--- src/rtl/hilo_ctrl_if.sv ---
// Bus bundle between the ID/EX pipeline stage (master) and the HI/LO
// controller (slave). It carries the mul/div issue handshake, the datapath
// result/select lines, the MFHI/MFLO/MTHI/MTLO requests and the
// architectural HI/LO view.
interface hilo_ctrl_if;
    logic        op_valid;
    logic [1:0]  op_code;
    logic        div_zero;
    logic [31:0] md_hi;
    logic [31:0] md_lo;
    logic [1:0]  md_sel;
    logic        md_en;
    logic        mthi;
    logic        mtlo;
    logic [31:0] wdata;
    logic        mfhi;
    logic        mflo;
    logic [31:0] rdata;
    logic [31:0] hi;
    logic [31:0] lo;
    logic        stall;
    logic        done;

    modport master (
        output op_valid, op_code, div_zero, md_hi, md_lo,
        output mthi, mtlo, wdata, mfhi, mflo,
        input  md_sel, md_en, rdata, hi, lo, stall, done
    );

    modport slave (
        input  op_valid, op_code, div_zero, md_hi, md_lo,
        input  mthi, mtlo, wdata, mfhi, mflo,
        output md_sel, md_en, rdata, hi, lo, stall, done
    );
endinterface

--- src/rtl/hilo_ctrl.sv ---
// HI/LO controller for the CPU54 pipeline: sequences MULT/MULTU/DIV/DIVU on
// the mul/div datapath, waits out its latency, captures the hi/lo result into
// the architectural HI/LO registers and serves MFHI/MFLO/MTHI/MTLO.
// Optional feature macro: HILO_BYPASS_EN -- when defined, MFHI/MFLO issued in
// the CAPTURE cycle are not stalled and read the datapath result directly.
module hilo_ctrl #(
    parameter int MUL_LAT = 32,
    parameter int DIV_LAT = 32,
    parameter int CNT_W   = 6
) (
    input logic         clk,
    input logic         rst,
    hilo_ctrl_if.slave  bus
);

    typedef enum logic [1:0] {
        IDLE    = 2'd0,
        BUSY    = 2'd1,
        CAPTURE = 2'd2
    } state_t;

    state_t           state;
    state_t           next_state;
    logic [CNT_W-1:0] cnt;
    logic [1:0]       sel_q;
    logic             dz_q;
    logic [31:0]      hi_q;
    logic [31:0]      lo_q;
    logic [31:0]      rdata_q;
    logic             read_req;
    logic             stall_c;
    logic             accept;

    // State register; reset aborts any operation in flight.
    always_ff @(posedge clk) begin
        if (rst) state <= IDLE;
        else     state <= next_state;
    end

    // Next-state decode and pipeline stall: any request arriving while an
    // operation is outstanding must be held and re-presented by the pipeline.
    always_comb begin
        next_state = state;
        stall_c    = 1'b0;
        accept     = 1'b0;
        read_req   = bus.mfhi | bus.mflo;
        case (state)
            IDLE: begin
                accept = bus.op_valid;
                if (bus.op_valid) next_state = BUSY;
            end
            BUSY: begin
                stall_c = bus.op_valid | read_req | bus.mthi | bus.mtlo;
                if (cnt == '0) next_state = CAPTURE;
            end
            CAPTURE: begin
`ifdef HILO_BYPASS_EN
                stall_c = bus.op_valid | bus.mthi | bus.mtlo;
`else
                stall_c = bus.op_valid | read_req | bus.mthi | bus.mtlo;
`endif
                next_state = IDLE;
            end
            default: next_state = IDLE;
        endcase
    end

    // Datapath registers: op latch and latency counter, HI/LO updates from
    // MT writes or result capture, and the registered MF read port. A divide
    // by zero leaves HI/LO untouched but still completes normally.
    always_ff @(posedge clk) begin
        if (rst) begin
            cnt     <= '0;
            sel_q   <= 2'b00;
            dz_q    <= 1'b0;
            hi_q    <= 32'h0;
            lo_q    <= 32'h0;
            rdata_q <= 32'h0;
        end else begin
            case (state)
                IDLE: begin
                    if (accept) begin
                        sel_q <= bus.op_code;
                        dz_q  <= bus.div_zero;
                        cnt   <= bus.op_code[1] ? CNT_W'(DIV_LAT - 1)
                                                : CNT_W'(MUL_LAT - 1);
                    end
                    if (bus.mfhi)      rdata_q <= hi_q;
                    else if (bus.mflo) rdata_q <= lo_q;
                    if (bus.mthi) hi_q <= bus.wdata;
                    if (bus.mtlo) lo_q <= bus.wdata;
                end
                BUSY: begin
                    if (cnt != '0) cnt <= cnt - 1'b1;
                end
                CAPTURE: begin
                    if (!(sel_q[1] && dz_q)) begin
                        hi_q <= bus.md_hi;
                        lo_q <= bus.md_lo;
                    end
`ifdef HILO_BYPASS_EN
                    if (bus.mfhi)      rdata_q <= bus.md_hi;
                    else if (bus.mflo) rdata_q <= bus.md_lo;
`endif
                end
                default: ;
            endcase
        end
    end

    assign bus.md_sel = sel_q;
    assign bus.md_en  = (state == BUSY);
    assign bus.done   = (state == CAPTURE);
    assign bus.stall  = stall_c;
    assign bus.hi     = hi_q;
    assign bus.lo     = lo_q;
    assign bus.rdata  = rdata_q;

endmodule

--- src/flat_wrapper.sv ---
// flat-port wrapper written by rule: the top's interface ports become plain ports
module hilo_ctrl_flat 
#(
    parameter int MUL_LAT = 32,
    parameter int DIV_LAT = 32,
    parameter int CNT_W   = 6
)
  (clk, rst, bus_op_valid, bus_op_code, bus_div_zero, bus_md_hi, bus_md_lo, bus_mthi, bus_mtlo, bus_wdata, bus_mfhi, bus_mflo, bus_md_sel, bus_md_en, bus_rdata, bus_hi, bus_lo, bus_stall, bus_done);
  hilo_ctrl_if bus_i ();
  input logic clk;
  input logic rst;
  input wire logic [$bits(bus_i.op_valid)-1:0] bus_op_valid;
  input wire logic [$bits(bus_i.op_code)-1:0] bus_op_code;
  input wire logic [$bits(bus_i.div_zero)-1:0] bus_div_zero;
  input wire logic [$bits(bus_i.md_hi)-1:0] bus_md_hi;
  input wire logic [$bits(bus_i.md_lo)-1:0] bus_md_lo;
  input wire logic [$bits(bus_i.mthi)-1:0] bus_mthi;
  input wire logic [$bits(bus_i.mtlo)-1:0] bus_mtlo;
  input wire logic [$bits(bus_i.wdata)-1:0] bus_wdata;
  input wire logic [$bits(bus_i.mfhi)-1:0] bus_mfhi;
  input wire logic [$bits(bus_i.mflo)-1:0] bus_mflo;
  output wire logic [$bits(bus_i.md_sel)-1:0] bus_md_sel;
  output wire logic [$bits(bus_i.md_en)-1:0] bus_md_en;
  output wire logic [$bits(bus_i.rdata)-1:0] bus_rdata;
  output wire logic [$bits(bus_i.hi)-1:0] bus_hi;
  output wire logic [$bits(bus_i.lo)-1:0] bus_lo;
  output wire logic [$bits(bus_i.stall)-1:0] bus_stall;
  output wire logic [$bits(bus_i.done)-1:0] bus_done;
  assign bus_i.op_valid = bus_op_valid;
  assign bus_i.op_code = bus_op_code;
  assign bus_i.div_zero = bus_div_zero;
  assign bus_i.md_hi = bus_md_hi;
  assign bus_i.md_lo = bus_md_lo;
  assign bus_i.mthi = bus_mthi;
  assign bus_i.mtlo = bus_mtlo;
  assign bus_i.wdata = bus_wdata;
  assign bus_i.mfhi = bus_mfhi;
  assign bus_i.mflo = bus_mflo;
  assign bus_md_sel = bus_i.md_sel;
  assign bus_md_en = bus_i.md_en;
  assign bus_rdata = bus_i.rdata;
  assign bus_hi = bus_i.hi;
  assign bus_lo = bus_i.lo;
  assign bus_stall = bus_i.stall;
  assign bus_done = bus_i.done;
  hilo_ctrl #(.MUL_LAT(MUL_LAT), .DIV_LAT(DIV_LAT), .CNT_W(CNT_W)) u_core (.clk(clk), .rst(rst), .bus(bus_i));
endmodule
--- config.mk ---
export PLATFORM = sky130hd
export DESIGN_NAME = hilo_ctrl_flat
export DESIGN_NICKNAME = d
export VERILOG_FILES = /design/src/rtl/hilo_ctrl_if.sv /design/src/rtl/hilo_ctrl.sv /design/src/flat_wrapper.sv
export SDC_FILE = /design/constraint.sdc
export NUM_CORES = 1
export LEC_CHECK = 0
export BUFFER_PORTS_ARGS = -buffer_cell sky130_fd_sc_hd__buf_2
export CORE_MARGIN = 2
export CORE_UTILIZATION = 49
export CTS_BUF_LIST = sky130_fd_sc_hd__clkbuf_16
export DETAILED_ROUTE_END_ITERATION = 10
export PLACE_DENSITY = 0.87
export SYNTH_ARGS = -nofsm -noshare
export SYNTH_HDL_FRONTEND = slang
export SYNTH_SLANG_ARGS = --single-unit
--- constraint.sdc ---
create_clock -name clk -period 2.3 [get_ports clk]
set_input_delay 0 -clock clk [delete_from_list [all_inputs] [get_ports clk]]
set_output_delay 0 -clock clk [all_outputs]
set_load 0.05 [all_outputs]
==> results, run 1 <==
- The flow ran to the end, and the final reports show no timing, DRC or antenna violations.
- The final routed wirelength across all metal layers is 13.27 mm.
- Clock-pin slew was measured on the worst setup and hold paths at 70 ps.
- The number of antenna violations at the first check in global routing is 0.
- The number of vias after detailed routing is 4556.
- Setup repair after global routing left no endpoint under its margin.
- The sequential-to-total area share from yosys stat is 41.19%.
- The wire-length estimate of the detail-placed layout is 9.954 mm.
- The number of standard cells in the layout, taps in and fillers out is 840.
- The number of storage elements in the synthesis netlist is 107.
- Along the worst hold path, the cell count comes to 3.
- For this block, the initial DRC count from the detailed router was 198.
- The final layout contains 810 nets.
- The total instance count after detailed placement is 819.
- Counting flops with an async set or reset pin after synthesis yields a share of 0%.
- In this run the worst hold path is classified as input port to register.
- The starting density of the core is 50.37%.
- The number of different library cells used by synthesis comes to 35.
- The number of global-route vias before repair was 4309.
- The overall power consumption is 7.308 mW.
- The length in cells of the worst reg-to-reg path is 7.
- During I/O placement, the number of pins put on the boundary was 207.
- Routability-driven placement finished with a final weighted congestion of 0.8065.
- The hold slack is 15.98 ps.
- During synthesis, Yosys emitted a total of 0 warnings.
- The clock latency reported for the late side of the worst-skew pair is 330 ps.
- Global routing finished with a remaining overflow of 0.
- In this run the tightest slew margin relative to its limit is 59.38%.
- The number of iterations in the first detailed-routing pass is 4.
- The highest ir drop seen on vdd is 0.6616 mV.
- The reg-to-reg startpoint is u_core.state[0]$_SDFFE_PP0P_.
- The critical setup path kind is register to register.
- In this run, CTS created clock tree buffers numbering 9.
- Using the TritonRoute via totals, the vias-per-cell ratio works out to 5.424.
- The die span in y is 107.0 um.
- Dividing the synthesized area by the synthesized cell count gives 10.20 sq um.
- TritonCTS built the clock tree.
- The hold path startpoint is bus_op_valid.
- The number of failing setup endpoints in the final timing report is 0.
- The leakage power is 2.875 nW.
- Summing every instance area after synthesis gives 5200 sq um.
- In the final routed layout, each cell accounts on average for 15.80 um.
- For this design the ratio of total power to cell area is 1102 nW/um^2.
- The critical path's slowest cell is sky130_fd_sc_hd__ha_1.
- Traced cell by cell, the critical path runs through inv_1 -> ha_1 -> nor2_2 -> a311oi_4 -> buf_4 -> nor2_1 -> a211oi_2.
- The sort of element at the end of the critical path is a register.
- The highest achievable clock rate is 464.9 MHz.
- Entering global routing, the biggest net connects 54 pins.
- The final routed DRC violation total is 0.
- The delay of the slowest cell on the worst path is 410 ps.
- The H-tree generated during clock tree synthesis spans 3 levels.
- The gate count of the mapped netlist is 510.
- In this run the critical register-to-register path is captured at u_core.bus.hi[18]$_SDFFE_PP0P_.
- The library cells used most frequently in the layout, excluding fill and tap cells, are 205 x sky130_fd_sc_hd__buf_2, 107 x sky130_fd_sc_hd__dfxtp_1, 103 x sky130_fd_sc_hd__nor2_1.
- No sink is reached through more buffers than the 2 on the longest clock path.
- The number of violations of the max-capacitance limit is 0.
- From synthesis to final layout, the design area changed by 27.50%.
- The nature of the critical path startpoint is a register.
- The global-route wire length before repair is 20.67 mm.
- The number of hold violations in the final report came to 0.
- The worst hold path terminates at u_core.dz_q$_SDFFE_PP0P_.
- The final-report max-slew violation count came to 0.
- The cell chosen for the clock root is sky130_fd_sc_hd__clkbuf_16.
- The share of cells above drive strength 1 is 41.90%.
- The share of the core filled with cells in the final layout is 64.22%.
- For the pin with the worst max-slew slack, the measured transition is 609.4 ps.
- The buffer and inverter count on the worst path is 2.
- The count of buffers added on input and output ports is 206.
- Adding up every negative setup slack in the final design gives 0 ps.
- The net count after synthesis is 621.
- The number of antenna diodes in the final layout is 0.
- Along the worst path, the maximum fanout reaches 28.
- The overall die width is 107.0 um.
- In this run the register-to-register setup slack is 150 ps.
- Broken down by cell family, the worst path's largest delay share belongs to compound AO/OA/AOI/OAI gates.
- The library cell used most frequently in the layout, excluding fill and tap cells, is sky130_fd_sc_hd__buf_2.
- The count of nets left with antenna violations once routing finished came out at 0.
- The routed design could run at a clock period as short as 2151 ps.
- The number of sinks driven by the clock tree is 107.
- Clock skew on the completed layout was measured at 9.962 ps.
- The post-route clock period utilization is 93.53%.
- The required time of the worst setup path is 2540 ps.
- The placeable core area is 10320 sq um.
- Across every metal layer, demand over resource in global routing totals 22.10%.
- The most used flip-flop cell after synthesis is sky130_fd_sc_hd__dfxtp_1.
- The number of enable-type register cells in the synthesized netlist is 0.
- The floorplan has 37 rows.
- The arrival time at the worst endpoint is 2400 ps.
- The area enclosed by the die boundary is 11450 sq um.
[power by group]
part           total [mW]  internal [mW]  switching [mW]
combinational        3.33          0.959            2.37
clock                1.44          0.741           0.695
sequential           2.54           2.24           0.299
[how the worst max path moves through the flow]
stage,from,cells past startpoint,slack [ps],to
6_report,u_core.state[0]$_SDFFE_PP0P_,7,150,u_core.bus.hi[18]$_SDFFE_PP0P_
2_1_floorplan,u_core.state[0]$_SDFFE_PP0P_,8,140,u_core.bus.hi[10]$_SDFFE_PP0P_
3_5_place_dp,u_core.state[0]$_SDFFE_PP0P_,7,160,u_core.bus.hi[18]$_SDFFE_PP0P_
3_3_place_gp,u_core.state[0]$_SDFFE_PP0P_,7,310,u_core.bus.hi[25]$_SDFFE_PP0P_
5_1_grt,u_core.state[1]$_SDFFE_PP0P_,7,30,u_core.bus.hi[27]$_SDFFE_PP0P_
4_1_cts,u_core.state[0]$_SDFFE_PP0P_,7,120,u_core.bus.hi[18]$_SDFFE_PP0P_
[worst register-to-register path, delay by kind of cell (launching register included)]
kind                       cells  cell delay, ps
adders and majority gates      1             410
AOI/OAI and AO/OA              2             570
DFF                            1             330
buffers and inverters          2             520
and+or+nand+nor                2             250
[stage by stage]
step,worst slack (ps),cell area (sq um)
global route,25.55,6630
global placement,307.8,6304
CTS,123.5,6630
floorplan,140.4,5200
finish,148.8,6630
detailed placement,161.7,6304
[repair_timing]
action / 4_1_cts / 5_1_grt
hold buffers: 5 / 0
endpoints found under the hold margin: 3 / 0
buffers inserted: 0 / 0
resized for setup: 0 / 0
[sequential cells by signal (all words and copies together), names as in the netlist]
register and cells:
u_core.cnt 6, u_core.dz_q 1, u_core.bus.hi 32, u_core.bus.md_sel 2, u_core.bus.lo 32, u_core.state 2, u_core.bus.rdata 32
[cell type report]
cell class	count	area [sq um]
multi-input combinational	351	2791
tap	136	170.2
timing repair buffer	223	1224
clock inverter	7	51.30
inverter	7	26.28
fill	797	3694
sequential	107	2142
clock buffer	9	225.2
[Yosys cell counts, types with 2 or more instances]
cell / instances / area share [%]
sky130_fd_sc_hd__a211oi_1: 43 / 6.2
sky130_fd_sc_hd__a211oi_2: 56 / 13
sky130_fd_sc_hd__a21boi_0: 2 / 0.29
sky130_fd_sc_hd__a21oi_1: 7 / 0.67
sky130_fd_sc_hd__a311oi_4: 2 / 1.0
sky130_fd_sc_hd__buf_1: 2 / 0.14
sky130_fd_sc_hd__buf_2: 14 / 1.3
sky130_fd_sc_hd__buf_4: 7 / 1.0
sky130_fd_sc_hd__buf_6: 6 / 1.3
sky130_fd_sc_hd__clkbuf_1: 16 / 1.2
sky130_fd_sc_hd__dfxtp_1: 107 / 41
sky130_fd_sc_hd__ha_1: 5 / 1.2
sky130_fd_sc_hd__inv_1: 7 / 0.51
sky130_fd_sc_hd__mux2i_1: 97 / 19
sky130_fd_sc_hd__nand2_1: 7 / 0.51
sky130_fd_sc_hd__nand2b_1: 3 / 0.36
sky130_fd_sc_hd__nand3_1: 4 / 0.39
sky130_fd_sc_hd__nor2_1: 103 / 7.4
sky130_fd_sc_hd__nor2_2: 2 / 0.24
sky130_fd_sc_hd__nor2b_1: 3 / 0.36
sky130_fd_sc_hd__o21ai_0: 3 / 0.29
[per-layer routing]
| metal | share of wire (%) | track usage, % | up-vias |
|---|---|---|---|
| met2 | 51 | 40.76 | 159 |
| met5 | 0 | 0 | - |
| li1 | - | - | 2229 |
| met1 | 42 | 26.34 | 2141 |
| met4 | 1.9 | 6.215 | 0 |
| met3 | 5.5 | 3.587 | 27 |
[cell families after synthesis]
| kind of cell | share of synthesized area (%) |
|---|---|
| adder cells (fa/ha/maj) | 1.203 |
| AO/OA/AOI/OAI | 23.12 |
| flip-flops | 41.19 |
| AND/OR/NAND/NOR | 10.13 |
| multiplexers | 18.89 |
| buffers and inverters | 5.462 |
No activity file was read; power rests on OpenSTA's default activity.
==> run 2, diff against run 1 <==
Settings changed: SETUP_SLACK_MARGIN set to 0.15.
==> run 2 against run 1 <==
Against the previous run: total power grew 1.2%; sequential power is essentially flat; die area is the same; setup slack gained 150 ps; combinational power is essentially flat; clock power grew 5%; critical path type unchanged; critical endpoint is now u_core.bus.hi[2]$_SDFFE_PP0P_; largest cell class unchanged.
==> results, run 2 (same netlist as run 1, synthesis figures left out) <==
- The routability congestion estimate is 0.7852 (was 0.8065).
- The highest achievable clock rate came to 500.9 MHz (was 464.9 MHz).
- The placeable core area is 10320 sq um (unchanged).
- The remaining antenna violation count was 0 (unchanged).
- RSZ-0062 raised after global routing: false (unchanged).
- The final routed wirelength across all metal layers is 13.21 mm (was 13.27 mm).
- The final setup skew is 11.52 ps (was 9.962 ps).
- Highest-count cells in the layout ignoring fill and taps: 205 x sky130_fd_sc_hd__buf_2, 107 x sky130_fd_sc_hd__dfxtp_1, 103 x sky130_fd_sc_hd__nor2_1 (unchanged).
- The number of global-route vias before repair came to 4481 (was 4309).
- The number of vias after detailed routing is 4554 (was 4556).
- The final global-route overflow total is 0 (unchanged).
- The number of antenna violations at the first check in global routing is 0 (unchanged).
- The setup fix buffers added after clock tree synthesis came to 0 (unchanged).
- The length in cells of the worst reg-to-reg path was 7 (unchanged).
- The number of sinks driven by the clock tree is 107 (unchanged).
- The leakage power came to 2.891 nW (was 2.875 nW).
- The sum of negative setup slack is 0 ps (unchanged).
- The starting density of the core is 50.37% (unchanged).
- The critical setup path kind is register to register (unchanged).
- The clock-pin slew reported for the worst setup and hold paths after clock tree synthesis is 70 ps (about the same).
- The number of buffer cells added on primary ports is 206 (unchanged).
- The sort of element at the end of the critical path is a register (unchanged).
- The normalized max-slew margin is 62.13% (was 59.38%).
- Status: finished, final reports clean (unchanged).
- The nature of the critical path startpoint is a register (unchanged).
- The clock latency reported for the late side of the worst-skew pair was 340 ps (was 330 ps).
- The post-synthesis to final-layout area growth came to 28.13% (was 27.50%).
- The arrival time at the worst endpoint was 2220 ps (was 2400 ps).
- The number of fillers in the final layout is 820 (was 797).
- The overall die width came to 107.0 um (unchanged).
- The largest net degree at the start of global routing was 49 (was 54).
- The hold slack was 39.92 ps (was 15.98 ps).
- The actual slew at the worst max-slew pin is 568.0 ps (was 609.4 ps).
- The post-route clock period utilization is 86.80% (was 93.53%).
- The worst-case setup slack after placement is 231.0 ps (was 161.7 ps).
- The detailed-route vias per instance is 5.421 (was 5.424).
- The final setup slack of the worst path is 303.6 ps (was 148.8 ps).
- The average wire per standard cell was 15.73 um (was 15.80 um).
- The global-route wire length before repair is 20.82 mm (was 20.67 mm).
- The initial detailed-routing violation count is 150 (was 198).
- The number of buffers on the longest clock path is 2 (unchanged).
- The cell depth of the worst min-delay path is 3 (unchanged).
- The number of failing setup endpoints in the final timing report came to 0 (unchanged).
- The required time of the worst setup path is 2530 ps (was 2540 ps).
- The estimated wirelength of the detail-placed design is 9.847 mm (was 9.954 mm).
- The number of primary I/O pins is 207 (unchanged).
- The number of iterations in the first detailed-routing pass is 4 (unchanged).
- The final-report max-slew violation count came to 0 (unchanged).
- The number of violations of the max-capacitance limit was 0 (unchanged).
- The highest ir drop seen on vdd was 0.6380 mV (was 0.6616 mV).
- The highest net fanout along the worst path was 36 (was 28).
- The share of cells above drive strength 1 is 41.62% (was 41.90%).
- The area enclosed by the die boundary is 11450 sq um (unchanged).
- The TritonCTS clock tree is built (unchanged).
- The cell chosen for the clock root is sky130_fd_sc_hd__clkbuf_16 (unchanged).
- The number of antenna cells inserted is 0 (unchanged).
- The number of hold violations in the final report is 0 (unchanged).
- The number of placement rows is 37 (unchanged).
- The aggregate global-route resource usage is 22.46% (was 22.10%).
- The type of the most critical hold path is input port to register (unchanged).
- The number of nets in the layout is 810 (unchanged).
- The power per cell area is 1111 nW/um^2 (was 1102 nW/um^2).
- The total number of H-tree levels is 3 (unchanged).
- The number of CTS-inserted buffers is 9 (unchanged).
- The clock period minus final worst setup slack is 1996 ps (was 2151 ps).
- The final routed DRC violation total came to 0 (unchanged).
- The die span in y came to 107.0 um (unchanged).
- The leading cell type in the layout, fill and taps excluded is sky130_fd_sc_hd__buf_2 (unchanged).
run 2: stage by stage:
step | cell area (sq um) | instances | utilization, % | total power [mW]
final | 6663 | 840 | 64.54 | 7.399
after global routing | 6663 | 840 | 64.54 | 7.771
after CTS | 6660 | 840 | 64.51 | 7.443
after detailed placement | 6309 | 818 | 61.11 | 5.928
after global placement | 6309 | 818 | 61.11 | 5.806
after floorplan | 5202 | 510 | - | 5.160
run 2: what timing repair did:
item                       CTS  global route
gates resized for setup      0             1
hold buffers                 6             0
setup endpoints to repair    0             4
hold endpoints to repair     3             0
run 2: path summary, 6_finish.rpt:
check,startpoint,to,slack [ps]
worst min-delay path,bus_md_hi[31],u_core.bus.hi[31]$_SDFFE_PP0P_,40
worst max register to register,u_core.state[0]$_SDFFE_PP0P_,u_core.bus.hi[2]$_SDFFE_PP0P_,300
worst min register to register,u_core.bus.md_sel[0]$_SDFFE_PP0P_,u_core.bus.md_sel[0]$_SDFFE_PP0P_,480
worst max-delay path,u_core.state[0]$_SDFFE_PP0P_,u_core.bus.hi[2]$_SDFFE_PP0P_,300
run 2: area by class of cell:
class	count	area, sq um	share of cell area (%)
clock buffers	9	225.2	3.380
clock inverters	7	66.31	0.9953
inverters	7	26.28	0.3944
flip-flops and latches	107	2142	32.15
multi-input cells	351	2794	41.93
repair buffers	223	1239	18.59
well taps	136	170.2	2.554
run 2: layer usage:
metal	vias to the layer above	share of wire, %	track usage, %
met5	-	0	0
met4	0	2.4	9.462
met3	34	5.1	3.830
met2	148	53	42.08
met1	2142	40	24.82
li1	2230	-	-
run 2: report_power, final:
part / leakage [nW] / switching [mW] / internal, mW
combinational: 1.86 / 2.38 / 0.976
clock: 0.143 / 0.671 / 0.841
sequential: 0.888 / 0.290 / 2.24
total: 2.89 / 3.34 / 4.06
run 2: worst max-delay path, cell delays in order (launching register included):
cell,delay [ps]
sky130_fd_sc_hd__dfxtp_1,330
sky130_fd_sc_hd__inv_1,130
sky130_fd_sc_hd__ha_2,320
sky130_fd_sc_hd__nor2_2,110
sky130_fd_sc_hd__a311oi_4,380
sky130_fd_sc_hd__buf_12,260
sky130_fd_sc_hd__nor2_1,70
sky130_fd_sc_hd__a211oi_1,290
==> run 3, diff against run 2 <==
Settings changed: CORE_UTILIZATION 49 to 44, PLACE_DENSITY 0.87 to 0.82.
Clock period 2.3 ns to 1.8 ns, I/O delays scaled along.
==> run 3 against run 2 <==
Against the previous run: sequential cell count unchanged; clock power rose by 47%; combinational power up 74%; global-route usage grew 0.62 points; largest cell class unchanged; largest power group unchanged; highest routed layer unchanged.
==> results, run 3 (same netlist as run 1, synthesis figures left out) <==
- The final routed DRC violation total is 0 (unchanged).
- The number of placement rows is 39 (was 37).
- The clock latency reported for the late side of the worst-skew pair was 350 ps (was 340 ps).
- The final-report max-slew violation count was 0 (unchanged).
- The remaining antenna violation count is 0 (unchanged).
- The aggregate global-route resource usage was 23.09% (was 22.46%).
- The post-route clock period utilization came to 98.75% (was 86.80%).
- The number of antenna cells inserted came to 0 (unchanged).
- The number of buffer cells added on primary ports came to 206 (unchanged).
- The number of hold violations in the final report is 0 (unchanged).
- The number of primary I/O pins is 207 (unchanged).
- The number of buffers on the longest clock path is 2 (unchanged).
- Highest-count cells in the layout ignoring fill and taps: 204 x sky130_fd_sc_hd__buf_2, 104 x sky130_fd_sc_hd__dfxtp_1, 96 x sky130_fd_sc_hd__mux2i_1 (was 205 x sky130_fd_sc_hd__buf_2, 107 x sky130_fd_sc_hd__dfxtp_1, 103 x sky130_fd_sc_hd__nor2_1).
- The final global-route overflow total came to 0 (unchanged).
- The number of antenna violations at the first check in global routing was 0 (unchanged).
- The delay of the slowest cell on the worst path is 360 ps (was 380 ps).
- The starting density of the core is 45.35% (was 50.37%).
- The arrival time at the worst endpoint is 2010 ps (was 2220 ps).
- The highest net fanout along the worst path is 7 (was 36).
- The cell chosen for the clock root is sky130_fd_sc_hd__clkbuf_16 (unchanged).
- Cell-by-cell listing of the critical path: inv_4 -> ha_4 -> buf_4 -> buf_6 -> inv_4 -> nor2_4 -> buf_6 -> buf_6 -> clkbuf_16 -> a211oi_1 (was inv_1 -> ha_2 -> nor2_2 -> a311oi_4 -> buf_12 -> nor2_1 -> a211oi_1).
- The type of the most critical hold path is input port to register (unchanged).
- The nature of the critical path startpoint is a register (unchanged).
- The global-route wire length before repair came to 23.74 mm (was 20.82 mm).
- The normalized max-slew margin is 59.39% (was 62.13%).
- The die span in y is 112.7 um (was 107.0 um).
- The overall power consumption is 11.33 mW (was 7.399 mW).
- The share of the core filled with cells in the final layout is 68.74% (was 64.54%).
- The critical path's slowest cell is sky130_fd_sc_hd__dfxtp_4 (was sky130_fd_sc_hd__a311oi_4).
- Status: finished, final reports clean (unchanged).
- The leakage power came to 3.402 nW (was 2.891 nW).
- The clock period minus final worst setup slack was 1777 ps (was 1996 ps).
- The number of CTS-inserted buffers is 9 (unchanged).
- The leading cell type in the layout, fill and taps excluded is sky130_fd_sc_hd__buf_2 (unchanged).
- The final setup skew came to 9.979 ps (was 11.52 ps).
- The post-synthesis to final-layout area growth was 51.59% (was 28.13%).
- The placeable core area was 11470 sq um (was 10320 sq um).
- The number of global-route vias before repair is 4821 (was 4481).
- The number of failing setup endpoints in the final timing report came to 0 (unchanged).
- The required time of the worst setup path is 2030 ps (was 2530 ps).
- The critical path's most frequent cell is sky130_fd_sc_hd__buf_6.
- The number of iterations in the first detailed-routing pass is 5 (was 4).
- The critical setup path kind is register to register (unchanged).
- The initial detailed-routing violation count was 256 (was 150).
- The overall die width was 112.7 um (was 107.0 um).
- The number of violations of the max-capacitance limit is 0 (unchanged).
- RSZ-0062 raised after global routing: true (was false).
- The average wire per standard cell is 19.68 um (was 15.73 um).
- The number of nets in the layout is 859 (was 810).
- The share of cells above drive strength 1 is 52.72% (was 41.62%).
- The total number of H-tree levels was 3 (unchanged).
- The highest achievable clock rate came to 562.6 MHz (was 500.9 MHz).
- The actual slew at the worst max-slew pin is 609.2 ps (was 568.0 ps).
- The power per cell area is 1438 nW/um^2 (was 1111 nW/um^2).
- The sort of element at the end of the critical path is a register (unchanged).
- The largest net degree at the start of global routing was 57 (was 49).
- The final routed wirelength across all metal layers is 17.63 mm (was 13.21 mm).
- The area enclosed by the die boundary was 12700 sq um (was 11450 sq um).
- The highest ir drop seen on vdd is 0.8333 mV (was 0.6380 mV).
- The detailed-route vias per instance is 5.622 (was 5.421).
- The estimated wirelength of the detail-placed design is 10.27 mm (was 9.847 mm).
- The clock-pin slew reported for the worst setup and hold paths after clock tree synthesis is 80 ps (was 70 ps).
- The number of vias after detailed routing is 5037 (was 4554).
- The routability congestion estimate is 0.8375 (was 0.7852).
- The number of sinks driven by the clock tree came to 107 (unchanged).
- The TritonCTS clock tree is built (unchanged).
==> run 3: cell count changes in the layout (fill, tap and decap cells not counted), sizes merged <==
cell	change
buf	+37
bufinv	+2
clkbuf	+13
clkinv	-1
dlygate4sd3	-1
inv	-1
==> run 3: final timing paths <==
check                               startpoint                           endpoint  slack, ps  cells past startpoint
min reg2reg  u_core.bus.md_sel[0]$_SDFFE_PP0P_  u_core.bus.md_sel[0]$_SDFFE_PP0P_        490                      2
max reg2reg       u_core.state[0]$_SDFFE_PP0P_   u_core.bus.rdata[8]$_SDFFE_PP0P_         20                     10
max               u_core.state[0]$_SDFFE_PP0P_   u_core.bus.rdata[8]$_SDFFE_PP0P_         20                     10
min                              bus_wdata[31]     u_core.bus.hi[31]$_SDFFE_PP0P_          6                      3
==> run 3: final cells by class <==
type	count	area, sq um
Clock buffer	9	225.2
Multi-Input combinational cell	351	3065
Sequential cell	107	2151
Fill cell	862	3585
Inverter	7	33.78
Tap cell	143	178.9
Clock inverter	7	108.9
Timing Repair Buffer	272	2120
==> run 3: critical path: cells and delay by family (launching register included) <==
kind | cells | cell delay, ps
buffers and inverters | 7 | 810
DFF | 1 | 360
AOI/OAI and AO/OA | 1 | 290
adders and majority gates | 1 | 170
and+or+nand+nor | 1 | 40
==> run 3: timing repair <==
action                     4_1_cts  5_1_grt
pin swaps                        8       31
setup endpoints to repair       76      102
buffers inserted                13        9
cloned                           6       17
gates resized for setup         27       55
hold buffers                     5        0
hold endpoints to repair        10        0
==> run 3: layer usage <==
metal,vias to the layer above,track usage [%],share of wire [%]
met5,-,0,0
met2,235,42.36,52
met1,2437,27.03,40
li1,2336,-,-
met3,29,3.964,7.2
met4,0,8.130,1.7
==> run 3: through the flow <==
stage	hold slack, ps	cells	setup TNS [ps]	instance area [sq um]	worst slack, ps
global route	24.23	896	-22.75	7883	-20.42
CTS	1.057	870	0	7203	98.28
floorplan	147.5	510	0	5288	4.693
global placement	274.3	830	0	6452	100.2
detailed placement	283.8	830	-5.832	6452	-5.832
finish	6.166	896	0	7883	22.58
==> run 3: report_power, final <==
group / internal, mW / leakage (nW) / switching, mW
sequential: 2.87 / 0.890 / 0.425
clock: 1.35 / 0.166 / 0.869
combinational: 2.22 / 2.35 / 3.61
total: 6.43 / 3.40 / 4.90
